--- src/rtl/opsum_requant_pkg.sv ---
// Shared types, widths and helpers for the opsum requantizer.
package opsum_requant_pkg;

    localparam int DATA_BITS_DEF = 32;
    localparam int PROD_BITS     = 48;
    localparam int BYTE_BITS     = 8;
    localparam int LANE_BITS     = 2;

    localparam logic [LANE_BITS-1:0] LANE_FIRST = 2'd0;
    localparam logic [LANE_BITS-1:0] LANE_LAST  = 2'd3;

    typedef enum logic [1:0] {
        ST_IDLE  = 2'd0,
        ST_RUN   = 2'd1,
        ST_FLUSH = 2'd2
    } state_e;

    // Saturate a signed value to the uint8 range [0, 255].
    function automatic logic [BYTE_BITS-1:0] sat_u8(input logic signed [PROD_BITS:0] v);
        logic [BYTE_BITS-1:0] res;
        if (v[PROD_BITS]) begin
            res = 8'd0;
        end else if (|v[PROD_BITS-1:BYTE_BITS]) begin
            res = 8'hFF;
        end else begin
            res = v[BYTE_BITS-1:0];
        end
        return res;
    endfunction

endpackage

--- src/rtl/opsum_requant_if.sv ---
// Psum input stream and packed ofmap output stream of the requantizer.
interface opsum_requant_if #(
    parameter int DATA_BITS = 32
);
    logic [DATA_BITS-1:0] psum;
    logic                 psum_valid;
    logic                 psum_ready;
    logic [DATA_BITS-1:0] ofmap;
    logic                 ofmap_valid;
    logic                 ofmap_last;
    logic                 ofmap_ready;

    modport master (
        output psum, psum_valid, ofmap_ready,
        input  psum_ready, ofmap, ofmap_valid, ofmap_last
    );

    modport slave (
        input  psum, psum_valid, ofmap_ready,
        output psum_ready, ofmap, ofmap_valid, ofmap_last
    );
endinterface

--- src/rtl/opsum_requant_lane.sv ---
// Two-stage multiply / round / zero-point / clamp datapath with a shared stall enable.
// Defining OPSUM_REQUANT_RELU_EN clamps the rounded value at 0 before the zero-point add.
module requant_lane
    import opsum_requant_pkg::*;
#(
    parameter int DATA_BITS  = DATA_BITS_DEF,
    parameter int SCALE_BITS = 16
) (
    input  logic                         clk,
    input  logic                         rst,
    input  logic                         en,
    input  logic                         in_valid,
    input  logic                         in_tag,
    input  logic signed [DATA_BITS-1:0]  psum,
    input  logic signed [SCALE_BITS-1:0] scale,
    input  logic [4:0]                   shift,
    input  logic [BYTE_BITS-1:0]         zero_point,
    output logic                         out_valid,
    output logic                         out_tag,
    output logic [BYTE_BITS-1:0]         out_byte,
    output logic                         pipe_busy
);

    logic                        s1_valid_q, s1_valid_d;
    logic                        s1_tag_q, s1_tag_d;
    logic signed [PROD_BITS-1:0] prod_q, prod_d;
    logic                        s2_valid_q, s2_valid_d;
    logic                        s2_tag_q, s2_tag_d;
    logic [BYTE_BITS-1:0]        byte_q, byte_d;
    logic signed [PROD_BITS-1:0] rnd_s;
    logic signed [PROD_BITS-1:0] r_raw_s;
    logic signed [PROD_BITS-1:0] r_s;
    logic signed [PROD_BITS:0]   v_s;

    // Stage 1: sign-extend and multiply by the scale.
    always_comb begin
        s1_valid_d = s1_valid_q;
        s1_tag_d   = s1_tag_q;
        prod_d     = prod_q;
        if (en) begin
            s1_valid_d = in_valid;
            s1_tag_d   = in_tag;
            if (in_valid) begin
                prod_d = PROD_BITS'(psum) * PROD_BITS'(scale);
            end else begin
                prod_d = prod_q;
            end
        end else begin
            s1_valid_d = s1_valid_q;
        end
    end

    // Stage 2: round-half-up shift, optional ReLU, zero-point add and saturation.
    always_comb begin
        rnd_s = '0;
        if (shift != 5'd0) begin
            rnd_s = $signed({{(PROD_BITS-1){1'b0}}, 1'b1} << (shift - 5'd1));
        end else begin
            rnd_s = '0;
        end
        r_raw_s = (prod_q + rnd_s) >>> shift;
`ifdef OPSUM_REQUANT_RELU_EN
        if (r_raw_s[PROD_BITS-1]) begin
            r_s = '0;
        end else begin
            r_s = r_raw_s;
        end
`else
        r_s = r_raw_s;
`endif
        v_s = {r_s[PROD_BITS-1], r_s} + {{(PROD_BITS+1-BYTE_BITS){1'b0}}, zero_point};

        s2_valid_d = s2_valid_q;
        s2_tag_d   = s2_tag_q;
        byte_d     = byte_q;
        if (en) begin
            s2_valid_d = s1_valid_q;
            s2_tag_d   = s1_tag_q;
            byte_d     = sat_u8(v_s);
        end else begin
            s2_valid_d = s2_valid_q;
        end
    end

    // Stage registers; cleared immediately on reset so no in-flight data survives.
    always_ff @(posedge clk or negedge rst) begin
        if (!rst) begin
            s1_valid_q <= 1'b0;
            s1_tag_q   <= 1'b0;
            prod_q     <= '0;
            s2_valid_q <= 1'b0;
            s2_tag_q   <= 1'b0;
            byte_q     <= 8'd0;
        end else begin
            s1_valid_q <= s1_valid_d;
            s1_tag_q   <= s1_tag_d;
            prod_q     <= prod_d;
            s2_valid_q <= s2_valid_d;
            s2_tag_q   <= s2_tag_d;
            byte_q     <= byte_d;
        end
    end

    assign out_valid = s2_valid_q;
    assign out_tag   = s2_tag_q;
    assign out_byte  = byte_q;
    assign pipe_busy = s1_valid_q | s2_valid_q;

endmodule

--- src/rtl/opsum_requant.sv ---
// Requantizes signed partial sums to uint8 and packs four per word, first element in [7:0].
// Optional ReLU stage is enabled by defining OPSUM_REQUANT_RELU_EN.
module opsum_requant
    import opsum_requant_pkg::*;
#(
    parameter int DATA_BITS  = DATA_BITS_DEF,
    parameter int SCALE_BITS = 16,
    parameter int CNT_BITS   = 10
) (
    input  logic                  clk,
    input  logic                  rst,
    input  logic                  cfg_en,
    input  logic [SCALE_BITS-1:0] cfg_scale,
    input  logic [4:0]            cfg_shift,
    input  logic [7:0]            cfg_zero_point,
    input  logic [CNT_BITS-1:0]   cfg_count,
    opsum_requant_if.slave        bus,
    output logic                  busy,
    output logic                  done
);

    localparam logic [CNT_BITS-1:0] CNT_ONE = {{(CNT_BITS-1){1'b0}}, 1'b1};

    state_e                  state_q, state_d;
    logic [SCALE_BITS-1:0]   scale_q, scale_d;
    logic [4:0]              shift_q, shift_d;
    logic [7:0]              zp_q, zp_d;
    logic [CNT_BITS-1:0]     count_q, count_d;
    logic [CNT_BITS-1:0]     elem_cnt_q, elem_cnt_d;
    logic [LANE_BITS-1:0]    byte_cnt_q, byte_cnt_d;
    logic [DATA_BITS-1:0]    pack_q, pack_d;
    logic [DATA_BITS-1:0]    ofmap_q, ofmap_d;
    logic                    ofmap_valid_q, ofmap_valid_d;
    logic                    ofmap_last_q, ofmap_last_d;
    logic                    done_q, done_d;
    logic                    busy_q, busy_d;

    logic                    stall_s;
    logic                    psum_ready_s;
    logic                    accept_s;
    logic                    start_s;
    logic                    elem_last_s;
    logic                    drain_s;
    logic [CNT_BITS-1:0]     cnt_eff_s;
    logic [DATA_BITS-1:0]    word_s;
    logic                    lane_valid_s;
    logic                    lane_tag_s;
    logic [BYTE_BITS-1:0]    lane_byte_s;
    logic                    pipe_busy_s;

    // Handshake decode; a held output word freezes the whole pipeline.
    always_comb begin
        stall_s      = ofmap_valid_q & ~bus.ofmap_ready;
        psum_ready_s = (state_q == ST_RUN) & ~stall_s;
        accept_s     = psum_ready_s & bus.psum_valid;
        start_s      = (state_q == ST_IDLE) & cfg_en;
        cnt_eff_s    = (count_q == {CNT_BITS{1'b0}}) ? CNT_ONE : count_q;
        elem_last_s  = (elem_cnt_q == (cnt_eff_s - CNT_ONE));
        drain_s      = (state_q == ST_FLUSH) & ~pipe_busy_s & ofmap_valid_q
                       & ofmap_last_q & bus.ofmap_ready;
    end

    requant_lane #(
        .DATA_BITS  (DATA_BITS),
        .SCALE_BITS (SCALE_BITS)
    ) u_lane (
        .clk        (clk),
        .rst        (rst),
        .en         (~stall_s),
        .in_valid   (accept_s),
        .in_tag     (elem_last_s),
        .psum       ($signed(bus.psum)),
        .scale      ($signed(scale_q)),
        .shift      (shift_q),
        .zero_point (zp_q),
        .out_valid  (lane_valid_s),
        .out_tag    (lane_tag_s),
        .out_byte   (lane_byte_s),
        .pipe_busy  (pipe_busy_s)
    );

    // Tile FSM, config capture and element counting.
    always_comb begin
        state_d    = state_q;
        scale_d    = scale_q;
        shift_d    = shift_q;
        zp_d       = zp_q;
        count_d    = count_q;
        elem_cnt_d = elem_cnt_q;
        done_d     = 1'b0;
        case (state_q)
            ST_IDLE: begin
                if (start_s) begin
                    state_d    = ST_RUN;
                    scale_d    = cfg_scale;
                    shift_d    = cfg_shift;
                    zp_d       = cfg_zero_point;
                    count_d    = cfg_count;
                    elem_cnt_d = {CNT_BITS{1'b0}};
                end else begin
                    state_d = ST_IDLE;
                end
            end
            ST_RUN: begin
                if (accept_s) begin
                    elem_cnt_d = elem_cnt_q + CNT_ONE;
                    if (elem_last_s) begin
                        state_d = ST_FLUSH;
                    end else begin
                        state_d = ST_RUN;
                    end
                end else begin
                    state_d = ST_RUN;
                end
            end
            ST_FLUSH: begin
                if (drain_s) begin
                    state_d = ST_IDLE;
                    done_d  = 1'b1;
                end else begin
                    state_d = ST_FLUSH;
                end
            end
            default: begin
                state_d = ST_IDLE;
            end
        endcase
        busy_d = (state_d != ST_IDLE);
    end

    // Byte packer; a word may be handed off and the cleared register refilled in one cycle.
    always_comb begin
        pack_d        = pack_q;
        byte_cnt_d    = byte_cnt_q;
        ofmap_d       = ofmap_q;
        ofmap_valid_d = ofmap_valid_q;
        ofmap_last_d  = ofmap_last_q;
        word_s        = pack_q;
        word_s[byte_cnt_q*BYTE_BITS +: BYTE_BITS] = lane_byte_s;
        if (start_s) begin
            pack_d     = {DATA_BITS{1'b0}};
            byte_cnt_d = LANE_FIRST;
        end else if (!stall_s) begin
            ofmap_valid_d = 1'b0;
            ofmap_last_d  = 1'b0;
            if (lane_valid_s) begin
                if ((byte_cnt_q == LANE_LAST) || lane_tag_s) begin
                    ofmap_d       = word_s;
                    ofmap_valid_d = 1'b1;
                    ofmap_last_d  = lane_tag_s;
                    pack_d        = {DATA_BITS{1'b0}};
                    byte_cnt_d    = LANE_FIRST;
                end else begin
                    pack_d     = word_s;
                    byte_cnt_d = byte_cnt_q + 2'd1;
                end
            end else begin
                pack_d = pack_q;
            end
        end else begin
            ofmap_valid_d = ofmap_valid_q;
        end
    end

    // Control, packer and output registers.
    always_ff @(posedge clk or negedge rst) begin
        if (!rst) begin
            state_q       <= ST_IDLE;
            scale_q       <= {SCALE_BITS{1'b0}};
            shift_q       <= 5'd0;
            zp_q          <= 8'd0;
            count_q       <= {CNT_BITS{1'b0}};
            elem_cnt_q    <= {CNT_BITS{1'b0}};
            byte_cnt_q    <= LANE_FIRST;
            pack_q        <= {DATA_BITS{1'b0}};
            ofmap_q       <= {DATA_BITS{1'b0}};
            ofmap_valid_q <= 1'b0;
            ofmap_last_q  <= 1'b0;
            done_q        <= 1'b0;
            busy_q        <= 1'b0;
        end else begin
            state_q       <= state_d;
            scale_q       <= scale_d;
            shift_q       <= shift_d;
            zp_q          <= zp_d;
            count_q       <= count_d;
            elem_cnt_q    <= elem_cnt_d;
            byte_cnt_q    <= byte_cnt_d;
            pack_q        <= pack_d;
            ofmap_q       <= ofmap_d;
            ofmap_valid_q <= ofmap_valid_d;
            ofmap_last_q  <= ofmap_last_d;
            done_q        <= done_d;
            busy_q        <= busy_d;
        end
    end

    assign bus.psum_ready  = psum_ready_s;
    assign bus.ofmap       = ofmap_q;
    assign bus.ofmap_valid = ofmap_valid_q;
    assign bus.ofmap_last  = ofmap_last_q;
    assign busy            = busy_q;
    assign done            = done_q;

endmodule

--- src/flat_wrapper.sv ---
// flat-port wrapper written by rule: the top's interface ports become plain ports
module opsum_requant_flat import opsum_requant_pkg::*;
#(
    parameter int DATA_BITS  = DATA_BITS_DEF,
    parameter int SCALE_BITS = 16,
    parameter int CNT_BITS   = 10
)
  (clk, rst, cfg_en, cfg_scale, cfg_shift, cfg_zero_point, cfg_count, busy, done, bus_psum, bus_psum_valid, bus_ofmap_ready, bus_psum_ready, bus_ofmap, bus_ofmap_valid, bus_ofmap_last);
  opsum_requant_if #(.DATA_BITS(DATA_BITS)) bus_i ();
  input  logic clk;
  input  logic rst;
  input  logic cfg_en;
  input  logic [SCALE_BITS-1:0] cfg_scale;
  input  logic [4:0] cfg_shift;
  input  logic [7:0] cfg_zero_point;
  input  logic [CNT_BITS-1:0] cfg_count;
  output logic busy;
  output logic done;
  input wire logic [$bits(bus_i.psum)-1:0] bus_psum;
  input wire logic [$bits(bus_i.psum_valid)-1:0] bus_psum_valid;
  input wire logic [$bits(bus_i.ofmap_ready)-1:0] bus_ofmap_ready;
  output wire logic [$bits(bus_i.psum_ready)-1:0] bus_psum_ready;
  output wire logic [$bits(bus_i.ofmap)-1:0] bus_ofmap;
  output wire logic [$bits(bus_i.ofmap_valid)-1:0] bus_ofmap_valid;
  output wire logic [$bits(bus_i.ofmap_last)-1:0] bus_ofmap_last;
  assign bus_i.psum = bus_psum;
  assign bus_i.psum_valid = bus_psum_valid;
  assign bus_i.ofmap_ready = bus_ofmap_ready;
  assign bus_psum_ready = bus_i.psum_ready;
  assign bus_ofmap = bus_i.ofmap;
  assign bus_ofmap_valid = bus_i.ofmap_valid;
  assign bus_ofmap_last = bus_i.ofmap_last;
  opsum_requant #(.DATA_BITS(DATA_BITS), .SCALE_BITS(SCALE_BITS), .CNT_BITS(CNT_BITS)) u_core (.clk(clk), .rst(rst), .cfg_en(cfg_en), .cfg_scale(cfg_scale), .cfg_shift(cfg_shift), .cfg_zero_point(cfg_zero_point), .cfg_count(cfg_count), .bus(bus_i), .busy(busy), .done(done));
endmodule
--- config.mk ---
export PLATFORM = sky130hd
export DESIGN_NAME = opsum_requant_flat
export DESIGN_NICKNAME = d
export VERILOG_FILES = /design/src/rtl/opsum_requant_pkg.sv /design/src/rtl/opsum_requant_if.sv /design/src/rtl/opsum_requant_lane.sv /design/src/rtl/opsum_requant.sv /design/src/flat_wrapper.sv
export SDC_FILE = /design/constraint.sdc
export NUM_CORES = 2
export LEC_CHECK = 0
export BUFFER_PORTS_ARGS = -buffer_cell sky130_fd_sc_hd__buf_2
export CORE_MARGIN = 5
export CORE_UTILIZATION = 52
export DETAILED_ROUTE_END_ITERATION = 10
export GPL_ROUTABILITY_DRIVEN = 1
export MAX_ROUTING_LAYER = met4
export PLACE_DENSITY = 0.79
export REMOVE_ABC_BUFFERS = 1
export SLEW_MARGIN = 10
export SYNTH_ARGS = -nofsm -noshare
export SYNTH_HDL_FRONTEND = slang
export SYNTH_SLANG_ARGS = --single-unit
--- constraint.sdc ---
create_clock -name clk -period 7.8 [get_ports clk]
set_input_delay 1.17 -clock clk [delete_from_list [all_inputs] [get_ports clk]]
set_output_delay 1.17 -clock clk [all_outputs]
set_load 0.005 [all_outputs]
==> results by group <==
Run status
  • Run status: finished, final reports clean

Floorplanning
  • Die area: a little over 70,000 um^2
  • Starting Density: 0.525
  • # IOs: 113
  • DIE WIDTH: around 270 um
  • Row count: 93
  • Core area: between 60,000 and 70,000 um^2
  • Die Span Y: about 270 um

Timing
  • Max-slew headroom: 0.345
  • Final Setup Violations: 0
  • Worst Tran Pin Value: 0.975 ns
  • Minimum clock period: a little under 8 ns
  • Pins Over Slew Limit: 0
  • Fin crit share: 0.987
  • Hold Vio Cnt, Final: 0
  • Highest clock rate: 0.130 GHz
  • Layout Skew: around 0.030 ns
  • Final WS setup: approximately 0.10 ns
  • RSZ-0062 raised after global routing: yes
  • Final hold slack: 0.480 ns

Layout
  • FF+latch area: roughly 4500 um^2
  • Area of the multi-input gates: 27,600 um^2
  • Synthesis-to-finish area growth: 21.9%
  • Layout cells sized above 1: 0.226
  • Layout fillers: roughly 5.2k
  • Fin util: 0.641
  • Final #Nets: 5,368
  • Post-Layout Cell Count: 5,511

Synth
  • EDFF count, synth: 0
  • Leading area contributor after synthesis: fa_1
  • Syn_area_per_cell: slightly above 8 um^2
  • Synth warn: 0
  • Mapped cell area: roughly 34,000 um^2
  • Most area-consuming cells after synthesis: fa_1, dfrtp_1, nand2_1
  • Post-synth top area share: 0.288
  • Synth Register Bits: around 180
  • Ys flop type: dfrtp_1
  • Most common cell in the netlist: nand2_1
  • Synth async-reset ratio: 1.00
  • Post-Synthesis Cells: 4,103
  • Count of cell types in the netlist: between 100 and 150
  • Sequential area share after synthesis: 0.133
  • Commonest cells in the netlist: nand2_1, inv_1, fa_1, nor2_1, and2_1

Drt
  • Antenna viol nets, final: 0
  • Routed vias/inst: ~5.9
  • WL met1: between 40,000 and 50,000 um
  • Top Metal Used: met4
  • Routed vias: about 33k
  • Drt wl/cell: between 20 and 25 um
  • Metal3 WL: 8130 um
  • Starting DRT DRC Count: between 3k and 4k
  • DRC violations left: 0
  • Met2 WL: about 52,000 um
  • Detailed-route wire length: roughly 110,000 um
  • Detailed Routing Iterations Pass 1: 9

Global routing
  • Vias in the first global route: about 33k
  • First-pass GRT wire length: about 170,000 um
  • Pin count of the biggest net entering global routing: 91
  • Grt ovf: 0
  • Antenna violations before repair: 1
  • Total GRT Usage: 0.315

Clock tree
  • Total CTS buffers: 17
  • Clk pin slew, worst setup/hold paths: roughly 0.09 ns
  • Root Driver: clkbuf_16
  • CTS tree: built
  • Num Clock Sinks: approximately 180
  • Clk buf depth: 2
  • Clk_lat worst skew: 0.51 ns
  • CTS H-tree lvls: 4

Worst setup path
  • Crit path max-delay cell type: mux4_2
  • Slowest stage delay, CP: 0.51 ns
  • Reg2reg start: u_core.shift_q[0]
  • Critical path endpoint category: register
  • FF-to-FF path depth: 36
  • Worst r2r dst: u_core.u_lane.out_byte[7]
  • Worst Path Arrival: between 8 and 9 ns
  • Worst Setup EP: u_core.u_lane.out_byte[7]
  • CP Data Required Time: roughly 8.2 ns
  • Internal reg-to-reg setup slack: about 0.1 ns
  • CP Class: reg -> reg
  • Most frequent CP cell: a21oi_2
  • Startpoint types: register
  • Crit. Startpoint: u_core.shift_q[0]
  • CP max FO: 8

Placed design
  • Post-place setup slack: -0.893 ns
  • Post-DP HPWL: approximately 90,000 um
  • Port Buffers: between 100 and 150
  • Placer Congestion: 1.03
  • Dpl cells: roughly 5.4k

Worst hold path
  • Worst min-delay path class: reg -> reg

Flow run
  • Maxcap violations: 0
-- sequential cells by signal, indices dropped and copies added (netlist names) --
signal and flops:
u_core.u_lane.out_valid 1, u_core.bus.ofmap_valid 1, u_core.zp_q 8, u_core.state_q 2
u_core.bus.ofmap_last 1, u_core.pack_q 32, u_core.bus.ofmap 32, u_core.u_lane.out_byte 8
u_core.elem_cnt_q 10, u_core.shift_q 5, u_core.u_lane.s1_tag_q 1, u_core.count_q 10
u_core.busy 1, u_core.byte_cnt_q 2, u_core.u_lane.out_tag 1, u_core.scale_q 16
u_core.u_lane.s1_valid_q 1, u_core.u_lane.prod_q 48, u_core.done 1
-- per-layer routing --
metal | up-vias | track usage
li1 | 14800 | -
met1 | 15900 | 0.394
met2 | 1571 | 0.508
met3 | 360 | 0.0485
met4 | 0 | 0.145
met5 | - | -
-- cells in the final DEF (no fill, tap or decap), types with 146 or more instances in the layout --
cell type and instances:
nand2_1 664, buf_4 612, inv_1 532, fa_1 486
and2_1 189, nor2_1 184, dfrtp_1 178, o21ai_0 154
ha_1 148, a21oi_1 146
-- worst max-delay path, delay by kind of cell, from the launching register on --
family / cells / cell delay (ns)
compound gates: 17 / 3.08
simple gates: 9 / 1.73
buf+inv: 6 / 0.92
mux: 2 / 0.85
fa+ha+maj: 2 / 0.57
flops: 1 / 0.42
-- repair_timing --
| item | CTS | global route |
|---|---|---|
| pin swaps | 23 | 88 |
| buffers inserted | 12 | 25 |
| hold buffers | 0 | 0 |
| endpoints found under the setup margin | 11 | 17 |
| gates resized for setup | 69 | 191 |
-- worst min-delay path by stage --
stage / startpoint / cells after the start / slack, ns / end
2_1_floorplan: u_core.u_lane.prod_q[0] / 2 / 0.45 / u_core.u_lane.prod_q[0]
3_3_place_gp: u_core.bus.ofmap[1] / 2 / 0.46 / u_core.bus.ofmap[1]
3_5_place_dp: u_core.bus.ofmap[10] / 2 / 0.46 / u_core.bus.ofmap[10]
4_1_cts: u_core.bus.ofmap[10] / 2 / 0.48 / u_core.bus.ofmap[10]
5_1_grt: u_core.bus.ofmap[11] / 2 / 0.50 / u_core.bus.ofmap[11]
6_report: u_core.bus.ofmap[2] / 2 / 0.48 / u_core.bus.ofmap[2]
-- final cells by class --
class,instances,area share
repair buffers,750,0.134
clock inverters,15,0.00511
clock buffers,17,0.0103
well taps,855,0.0259
inverters,537,0.0488
multi-input cells,3155,0.667
diodes,1,0.0000605
flip-flops and latches,181,0.110
-- stage by stage --
stage	instance area, um^2	TNS, ns
after global routing	41400	-1.06
after floorplan	33000	-16.95
after CTS	40300	0
after global placement	39300	-7.09
final	41400	0
after detailed placement	39300	-9.23
-- cell families after synthesis --
family,synth area share
and+or+nand+nor,0.212
AOI/OAI and AO/OA,0.173
buffers and inverters,0.0866
adders and majority gates,0.348
DFF,0.133
xor gates and xnor gates,0.0273
muxes,0.0200
other,0.000111
Power is not shown: default switching activity piles up to over one toggle a cycle in this logic, so the estimate is an artifact.
